### src/rtl/imem_arbiter.sv
// imem_arbiter: shares the single instruction-memory port between the 2-wide
// fetch stage and the loader/debug requester.
//
// Arbitration:
//   - Fetch has priority over the loader.
//   - A starvation counter forces a loader win after STARVE_LIMIT denials.
//   - A halt FSM (RUN/DRAIN/HALTED) drains fetch traffic and then gives the
//     loader exclusive ownership of the memory.
//
// The memory has a fixed 1-cycle read latency. Responses are therefore
// formed from tags registered at grant time plus the raw memory read data.
//
// Ports:
//   clk, reset                    clock, async active-high reset
//   f_req/f_addr0/f_addr1/f_flush fetch request side
//   f_gnt, f_rsp_*                fetch grant and response
//   l_req/l_we/l_addr/l_wdata     loader request side
//   l_gnt, l_rsp_*                loader grant and response
//   halt_req/halt_ack             exclusive loader mode handshake
//   mem_*                         instruction memory port
module imem_arbiter #(
    parameter int XLEN         = 32,
    parameter int STARVE_LIMIT = 4
) (
    input  logic                 clk,
    input  logic                 reset,
    input  logic                 f_req,
    input  logic [XLEN-1:0]      f_addr0,
    input  logic [XLEN-1:0]      f_addr1,
    input  logic                 f_flush,
    output logic                 f_gnt,
    output logic                 f_rsp_valid,
    output logic [1:0][XLEN-1:0] f_rsp_pc,
    output logic [XLEN-1:0]      f_rsp_data0,
    output logic [XLEN-1:0]      f_rsp_data1,
    input  logic                 l_req,
    input  logic                 l_we,
    input  logic [XLEN-1:0]      l_addr,
    input  logic [XLEN-1:0]      l_wdata,
    output logic                 l_gnt,
    output logic                 l_rsp_valid,
    output logic [XLEN-1:0]      l_rsp_data,
    input  logic                 halt_req,
    output logic                 halt_ack,
    output logic [XLEN-1:0]      mem_addr0,
    output logic [XLEN-1:0]      mem_addr1,
    output logic                 mem_ren,
    output logic                 mem_wen,
    output logic [XLEN-1:0]      mem_wdata,
    input  logic [XLEN-1:0]      mem_rdata0,
    input  logic [XLEN-1:0]      mem_rdata1
);

    typedef enum logic [1:0] {RUN, DRAIN, HALTED} state_t;

    localparam logic [3:0] LIMIT = 4'(STARVE_LIMIT);

    state_t     state, state_nxt;
    logic [3:0] starve_cnt;
    logic       f_inflight;
    logic       l_inflight;
    logic       l_was_write;
    logic       loader_win;

    // ------------------------------------------------------------------
    // Next state and grants
    // ------------------------------------------------------------------
    always_comb begin
        state_nxt  = state;
        loader_win = 1'b0;
        f_gnt      = 1'b0;
        l_gnt      = 1'b0;
        case (state)
            RUN: begin
                loader_win = l_req && (!f_req || f_flush || starve_cnt == LIMIT);
                l_gnt      = loader_win;
                f_gnt      = f_req && !f_flush && !loader_win;
                // A grant issued this cycle also counts as in flight, so that
                // DRAIN covers a fetch accepted together with halt_req.
                if (halt_req)
                    state_nxt = (f_inflight || f_gnt) ? DRAIN : HALTED;
            end
            DRAIN: begin
                l_gnt     = l_req;
                state_nxt = halt_req ? HALTED : RUN;
            end
            HALTED: begin
                l_gnt     = l_req;
                state_nxt = halt_req ? HALTED : RUN;
            end
            default: state_nxt = RUN;
        endcase
    end

    // ------------------------------------------------------------------
    // Memory port drive: idle cycles drive everything to 0
    // ------------------------------------------------------------------
    always_comb begin
        mem_addr0 = '0;
        mem_addr1 = '0;
        mem_ren   = 1'b0;
        mem_wen   = 1'b0;
        mem_wdata = '0;
        if (f_gnt) begin
            mem_addr0 = f_addr0;
            mem_addr1 = f_addr1;
            mem_ren   = 1'b1;
        end else if (l_gnt) begin
            mem_addr0 = l_addr;
            mem_addr1 = l_addr + XLEN'(4);
            mem_ren   = !l_we;
            mem_wen   = l_we;
            mem_wdata = l_wdata;
        end
    end

    // ------------------------------------------------------------------
    // State, starvation counter, in-flight tags
    // ------------------------------------------------------------------
    always_ff @(posedge clk or posedge reset) begin
        if (reset) begin
            state       <= RUN;
            starve_cnt  <= '0;
            f_inflight  <= 1'b0;
            l_inflight  <= 1'b0;
            l_was_write <= 1'b0;
            f_rsp_pc    <= '0;
        end else begin
            state <= state_nxt;

            if (l_req && !l_gnt)
                starve_cnt <= (starve_cnt >= LIMIT) ? LIMIT : starve_cnt + 4'd1;
            else
                starve_cnt <= '0;

            f_inflight <= f_gnt;
            if (f_gnt) begin
                f_rsp_pc[0] <= f_addr0;
                f_rsp_pc[1] <= f_addr1;
            end

            l_inflight <= l_gnt;
            if (l_gnt)
                l_was_write <= l_we;
        end
    end

    // ------------------------------------------------------------------
    // Responses: memory data is valid the cycle after the grant
    // ------------------------------------------------------------------
    assign f_rsp_valid = f_inflight && !f_flush;
    assign f_rsp_data0 = mem_rdata0;
    assign f_rsp_data1 = mem_rdata1;

    assign l_rsp_valid = l_inflight;
    assign l_rsp_data  = l_was_write ? '0 : mem_rdata0;

    assign halt_ack = (state == HALTED);

endmodule

### config.mk
export PLATFORM = sky130hd
export DESIGN_NAME = imem_arbiter
export DESIGN_NICKNAME = d
export VERILOG_FILES = /design/src/rtl/imem_arbiter.sv
export SDC_FILE = /design/constraint.sdc
export NUM_CORES = 1
export LEC_CHECK = 0
export CAP_MARGIN = 10
export CELL_PAD_IN_SITES_DETAIL_PLACEMENT = 0
export CELL_PAD_IN_SITES_GLOBAL_PLACEMENT = 1
export CORE_AREA = 8 8 175 177
export CTS_CLUSTER_DIAMETER = 50
export CTS_CLUSTER_SIZE = 8
export DETAILED_ROUTE_END_ITERATION = 7
export DIE_AREA = 0 0 183 185
export HOLD_SLACK_MARGIN = 0.03
export PLACE_DENSITY = 0.79
export REMOVE_ABC_BUFFERS = 1
export SLEW_MARGIN = 20
export SYNTH_ARGS = -nofsm -noshare
export SYNTH_HDL_FRONTEND = slang
export SYNTH_SLANG_ARGS = --single-unit
### constraint.sdc
create_clock -name clk -period 3.4 [get_ports clk]
set_input_delay 0.34 -clock clk [delete_from_list [all_inputs] [get_ports clk]]
set_output_delay 0.34 -clock clk [all_outputs]
set_load 0.05 [all_outputs]
* Yosys cells after proc, flatten, opt, wreduce, memory -nomap -nowiden
Index checks and enable logic that the tools add are counted.
** Word-level totals
- Flip-flop bits (word level) :: 73
- Output and inout bits :: 263
- Logic and storage cells :: 48
** Cells by class
- Add/subtract/negate cells :: 2
- $lt $le $gt $ge :: 1
- Equality and inequality tests :: 4
- Mux-type cells :: 19
- Reductions and logical operators :: 15
** Operator list (number)
- $mux 32 :: 7
- $add 32x3->32 const B :: 1
- $mux 4 :: 2
- $mux 2 :: 3
- $logic_and 1x1->1 :: 5
- $logic_not 1->1 :: 5
- $mux 1 :: 5
- $add 4x1->4 const B :: 1
- $eq 4x3->1 const B :: 1
- $ge 4x3->1 const B :: 1
- $pmux 2 s2 :: 1
- $logic_or 1x1->1 :: 3
- $eq 2x1->1 const B :: 1
- $eq 2x2->1 const B :: 1
- $logic_not 2->1 :: 1
- $ne 2x2->1 const B :: 1
- $pmux 1 s2 :: 1
- $reduce_or 2->1 :: 1

* Logic depth before layout (Yosys ltp)
Gate-level depths: netlist (run 1).
- Depth in word-level cells :: 10
- Gate-level depth with buffers :: 10
- Mapped depth without buffers :: 8

* Worst setup path after synthesis (run 1)
Ideal clock, no wire load.
- Path kind :: input port to output port
- From :: input l_addr[4]
- To :: output mem_addr1[30]
- Arrival time :: 2.413 ns
- Required time :: 3.060 ns
- Path slack :: 0.647 ns
- Cell stages on the path :: 6
- Path buffers :: 1
- Cell sequence :: clkbuf_1 nand3_1 nor4_4 nand4_1 xnor2_1 o21ai_0
** Between the ends
- Cells in the longest elaborated chain, start to end :: 3
** Ends and longest elaborated chain
- from (decl) :: line 38 : input logic [XLEN-1:0] l_addr,
- $add 32x3->32 :: line 110 : mem_addr1 = l_addr + XLEN'(4);
- $mux 32 :: line 108 : end else if (l_gnt) begin
- $mux 32 :: line 104 : if (f_gnt) begin
- to (decl) :: line 46 : output logic [XLEN-1:0] mem_addr1,
No other way between the ends.

* Worst setup path after layout (run 1)
- From :: input l_addr[2]
- To :: output mem_addr1[30]
Same word-level chain as after synthesis.

==> out/metrics.cfg, run 1 <==
[status]
status = completed

[placed_design]
dp_cells = 1329
gp_congestion = 0.853
portBuffers = 397
hpwl_um = 22700

[final_layout]
fin_nets = 1161
final_cell_mix = clkdlybuf4s50_1 (298), nand2_1 (214), buf_12 (102), dfrtp_1 (73), nor2b_1 (35)
layout_commonest_cell = clkdlybuf4s50_1
synthToLayoutAreaGrowth_pct = 109
instances_no_fill = 1345
fillCellCount = 2852
drive_gt1_share_pct = 14.5
diodes = 0

[drt]
wl_met1_um = 11100
post_drt_via_cell_ratio = 4.01
wl_per_cell_um = 20.1
vias = 5396
drc = 0
dr_wl_met2_um = 12700
wirelength_um = 27100
top_layer = met5
ant_nets = 0
firstDrtPassIters = 4
drt-initial-drc-count = 283
wl_met3_um = 2850

[clock_network]
cts-hold-fix-buffers = 0
clkLatencyLatePin_ns = 0.34
htree_levels = 3
clk_path_buf_depth = 2
cts_setup_buffers = 0
path_clk_slew_ns = 0.07
root_buffer = clkbuf_16
cts_resized = 0
cts_tree = yes
cts_buffers = 9
clock-sinks = 73

[floorplanning]
die_w_um = 183
die_h_um = 185
num_rows = 62
coreArea_mm2 = 0.0281
initial_core_util_pct = 17.2
die_area_mm2 = 0.0339
ios = 462

[synth]
synth-seq-cells = 73
synthCells = 629
syn-cell-area_mm2 = 0.00483
seq_area_frac_synth_pct = 37.8
yosys_warnings = 0
avgSynthCellArea_um2 = 7.69
synth_cell_types = 37

[pwr]
p_leak_uw = 0.00437
p_per_area_mw_per_mm2 = 953
ir_drop_mv = 0.488

[setup_path]
cp.required_ns = 3.06
criticalPathCategory = primary input to output pin
cp_max_fo = 5
cp.arrival_ns = 2.71
cp-start-kind = primary input
crit_path_end_kind = output pin

[sta]
timing.setup.tns_ns = 0
setup_violations = 0
period_share_pct = 89.8
slew_viol_final = 0
rsz0062_at_grt = no
slew_headroom_pct = 35.5
skew_ns = 0.0135
worst_slew_pin_slew_ns = 0.968
fmax_mhz = 328
hold_viol = 0
whs_ns = 0.417
period_needed_ns = 3.05

[worst_hold_path]
hold_path.class = primary input to asynchronous set/reset pin

[grt]
antenna_found_initial = 0
grt_use_total_pct = 15.1
grt_pass1_vias = 5574
grt.overflow.total = 0
grt_max_degree = 65
grt_pass1_wl_um = 38000

[flow_run]
cap_violations = 0

[power breakdown]
group	internal, uW	switching (uW)	leakage [uW]
combinational	2620	4470	0.00332
clock	576	434	0.000143
sequential	1280	265	0.000910
total	4470	5170	0.00437
[kinds of logic (layout without fill, tap and decap cells)]
logic type | after synthesis | in the layout | synth area share, %
AOI/OAI and AO/OA | 70 | 70 | 8.57
xor gates and xnor gates | 28 | 28 | 5.07
adders and majority gates | 6 | 6 | 1.55
buffers and inverters | 118 | 450 | 14.3
DFF | 73 | 73 | 37.8
muxes | 1 | 1 | 0.233
other | 1 | 1 | 0.0776
and+or+nand+nor | 332 | 332 | 32.4
[final timing paths]
| path | start | to | slack (ns) | cells past startpoint |
|---|---|---|---|---|
| min reg2reg | f_rsp_pc[58] | f_rsp_pc[58] | 0.47 | 2 |
| max in group asynchronous | reset | f_rsp_pc[13] | 2.31 | 3 |
| min in group clk | f_rsp_pc[58] | f_rsp_pc[58] | 0.47 | 2 |
| max reg2reg | starve_cnt[0] | f_rsp_pc[25] | 1.38 | 8 |
| max | l_addr[2] | mem_addr1[30] | 0.35 | 8 |
| min | reset | f_rsp_pc[20] | 0.42 | 2 |
[per-layer routing]
layer / vias up / GRT usage [%]
li1: 2590 / -
met1: 2521 / 18.0
met2: 270 / 24.8
met3: 13 / 6.47
met4: 2 / 2.86
met5: - / 3.11
[worst max-delay path, cell delays in order]
cell,delay (ns)
clkdlybuf4s50_1,0.58
ha_1,0.27
nand3_1,0.22
nor4_4,0.46
nand4_1,0.20
xnor2_1,0.16
o21ai_0,0.29
buf_12,0.19
[state kept, by name, indices dropped and copies added (netlist names)]
register and flops:
l_rsp_valid 1, starve_cnt 4, f_inflight 1, state 2, l_was_write 1, f_rsp_pc 64
[synth_stat cells]
cell       count  area [um2]
nand3_1       13        65.1
nand2_1      215         807
clkbuf_1      19        71.3
and2_1        33         206
and4_1         1        8.76
inv_1         25        93.8
nor4_2         1        12.5
inv_2          1        3.75
nor2b_1       35         219
and3_1         1        6.26
o21ai_2        1        8.76
dfrtp_1       73        1830
nor2_1         9        33.8
buf_2          7        35.0
xor2_1         2        17.5
ha_1           6        75.1
o21ai_1       16        80.1
buf_1          2        7.51
nor4_1         2        12.5
conb_1         1        3.75
a2bb2oi_1      1        8.76
a21o_1         1        7.51
mux2_2         1        11.3
nor4_4         3        63.8
nand2b_1       2        12.5
nand4_1        6        37.5
buf_4         64         480
a22o_1        13         114
o21ai_0       34         170
nand4_4        1        21.3
and3b_1        1        8.76
and2b_1        1        7.51
a21bo_2        1        10.0
nor3_1         7        35.0
xnor2_1       26         228
nor4b_1        1        8.76
a21oi_1        3        15.0
[stage by stage]
stage               total power, uW  util (%)  instance area (um2)  setup WS [ns]
global placement               8680      35.0                 9820          0.373
CTS                            9770      36.0                10100          0.284
global route                  10100      36.0                10100          0.101
floorplan                      5350         -                 4240         -0.632
detailed placement             8720      35.0                 9820          0.297
finish                         9640      36.0                10100          0.348
[area by class of cell]
type,instances,area [um2],area share [%]
clock buffer,9,225,2.22
inverter,26,98.8,0.976
tap,384,480,4.75
multi-input combinational,438,2330,23.0
timing repair buffer,408,5080,50.2
clock inverter,7,76.3,0.754
sequential,73,1830,18.0
(Power assumes the default switching activity.)
==> run 2: changes to the inputs <==
clock period = 3.7 ns   (was 3.4 ns; I/O delays follow)
==> run 2 against run 1 <==
  * Worst setup slack better by 0.17 ns
  * Clock skew fell by 0.0067 ns
  * Largest power group unchanged
  * Largest cell class unchanged
  * Combinational power down 12%
  * Critical endpoint is now mem_addr0[15]
  * Hold slack better by 0.039 ns
  * Register-to-register slack better by 0.24 ns
  * Critical path type is now register to output pin
  * Highest routed layer unchanged
  * Via count increased by 1.2%
==> out/metrics.cfg, run 2 (synthesized netlist as in run 1, its figures left out) <==
[clock_network]
path_clk_slew_ns = 0.07
cts_tree = yes
clock-sinks = 73
cts_resized = 0
clk_path_buf_depth = 2
cts-hold-fix-buffers = 0
clkLatencyLatePin_ns = 0.34
cts_setup_buffers = 0
cts_buffers = 9
htree_levels = 3
root_buffer = clkbuf_16

[status]
status = completed

[setup_path]
rr_worst_depth = 9
cpLargestDelayFamily = compound AO/OA/AOI/OAI gates
cp_max_fo = 28
cp.required_ns = 3.33
cp.depth = 7
crit_path_end_kind = output pin
reg2reg_to = f_rsp_pc[50]
cp.arrival_ns = 2.81
critical_path.max_stage_delay_ns = 0.44
slowest_stage = a21o_2
cp-start-kind = register
r2r_start = starve_cnt[0]
r2r_slack_ns = 1.62
crit_chain = inv_1 -> ha_1 -> o21ai_0 -> a21o_2 -> buf_4 -> o21ai_0 -> buf_12
criticalPathCategory = register to output pin
crit_buf_inv = 3
cp_common_cell = o21ai_0

[grt]
grt_max_degree = 65
grt_use_total_pct = 15.1
antenna_found_initial = 0
grt_pass1_vias = 5579
grt.overflow.total = 0
grt_pass1_wl_um = 37900

[final_layout]
multi_input_area_mm2 = 0.00233
fin_nets = 1162
synthToLayoutAreaGrowth_pct = 99.9
fillCellCount = 2929
largest_register_ffs = 64
seqCellArea_mm2 = 0.00183
final_cell_mix = clkdlybuf4s50_1 (298), nand2_1 (214), dfrtp_1 (73), buf_12 (65), buf_4 (46)
diodes = 0
largestRegisters = f_rsp_pc x64, starve_cnt x4, state x2
instances_no_fill = 1346
regMostFlops = f_rsp_pc
drive_gt1_share_pct = 14.6
layout_commonest_cell = clkdlybuf4s50_1

[drt]
post_drt_via_cell_ratio = 4.06
vias = 5459
drc = 0
firstDrtPassIters = 4
wirelength_um = 26600
drt-initial-drc-count = 234
ant_nets = 0
wl_per_cell_um = 19.8

[floorplanning]
ios = 462
die_w_um = 183
coreArea_mm2 = 0.0281
initial_core_util_pct = 17.2
die_h_um = 185
die_area_mm2 = 0.0339
num_rows = 62

[sta]
worst_slew_pin_slew_ns = 0.945
period_needed_ns = 3.18
slew_viol_final = 0
period_share_pct = 86.1
skew_ns = 0.00677
rsz0062_at_grt = no
setup_violations = 0
slew_headroom_pct = 37.0
hold_viol = 0
timing.setup.tns_ns = 0
whs_ns = 0.456
fmax_mhz = 314

[placed_design]
dp_cells = 1330
gp_congestion = 0.850
hpwl_um = 22200
portBuffers = 397

[pwr]
p_leak_uw = 0.00426
p_per_area_mw_per_mm2 = 887
ir_drop_mv = 0.416

[flow_run]
cap_violations = 0

[worst_hold_path]
hold_path.class = primary input to asynchronous set/reset pin

-- run 2: changes by cell type in the layout (fill, tap and decap cells not counted) --
cell	previous run	this run
clkinv_2	2	4
buf_12	102	65
buf_4	8	46
clkinvlp_4	2	0
inv_6	3	0
clkinv_4	0	3
-- run 2: layout make-up --
type	instances	area share [%]
repair buffers	409	47.9
multi-input cells	438	24.1
flip-flops and latches	73	18.9
well taps	384	4.97
clock buffers	9	2.33
inverters	26	1.02
clock inverters	7	0.738
-- run 2: worst max path at each step --
stage,start,slack [ns],to
CTS,state[0],0.45,mem_addr0[15]
detailed placement,l_addr[14],0.48,mem_addr1[24]
global route,l_addr[14],0.32,mem_addr1[24]
floorplan,starve_cnt[0],-0.36,mem_addr0[15]
global placement,l_addr[14],0.49,mem_addr1[24]
finish,state[0],0.52,mem_addr0[15]
-- run 2: routing by layer --
layer / global-route usage, % / up-vias / share of wire, %
met5: 3.11 / - / 0.53
met4: 3.97 / 2 / 1.6
met3: 7.00 / 21 / 12
met2: 24.3 / 292 / 46
met1: 17.8 / 2548 / 40
li1: - / 2596 / -
-- run 2: power breakdown --
part           total, uW  switching (uW)  internal, uW
clock network        920             396           524
logic               6230            4050          2180
registers           1420             250          1170
total               8570            4690          3880
-- run 2: stage by stage --
stage | util (%) | worst slack [ns] | instance area (um2) | total power [uW]
after floorplan | - | -0.362 | 4240 | 4920
after detailed placement | 33.4 | 0.482 | 9370 | 7720
after global placement | 33.4 | 0.490 | 9370 | 7680
after CTS | 34.4 | 0.448 | 9660 | 8700
final | 34.4 | 0.515 | 9660 | 8570
after global routing | 34.4 | 0.321 | 9660 | 8960
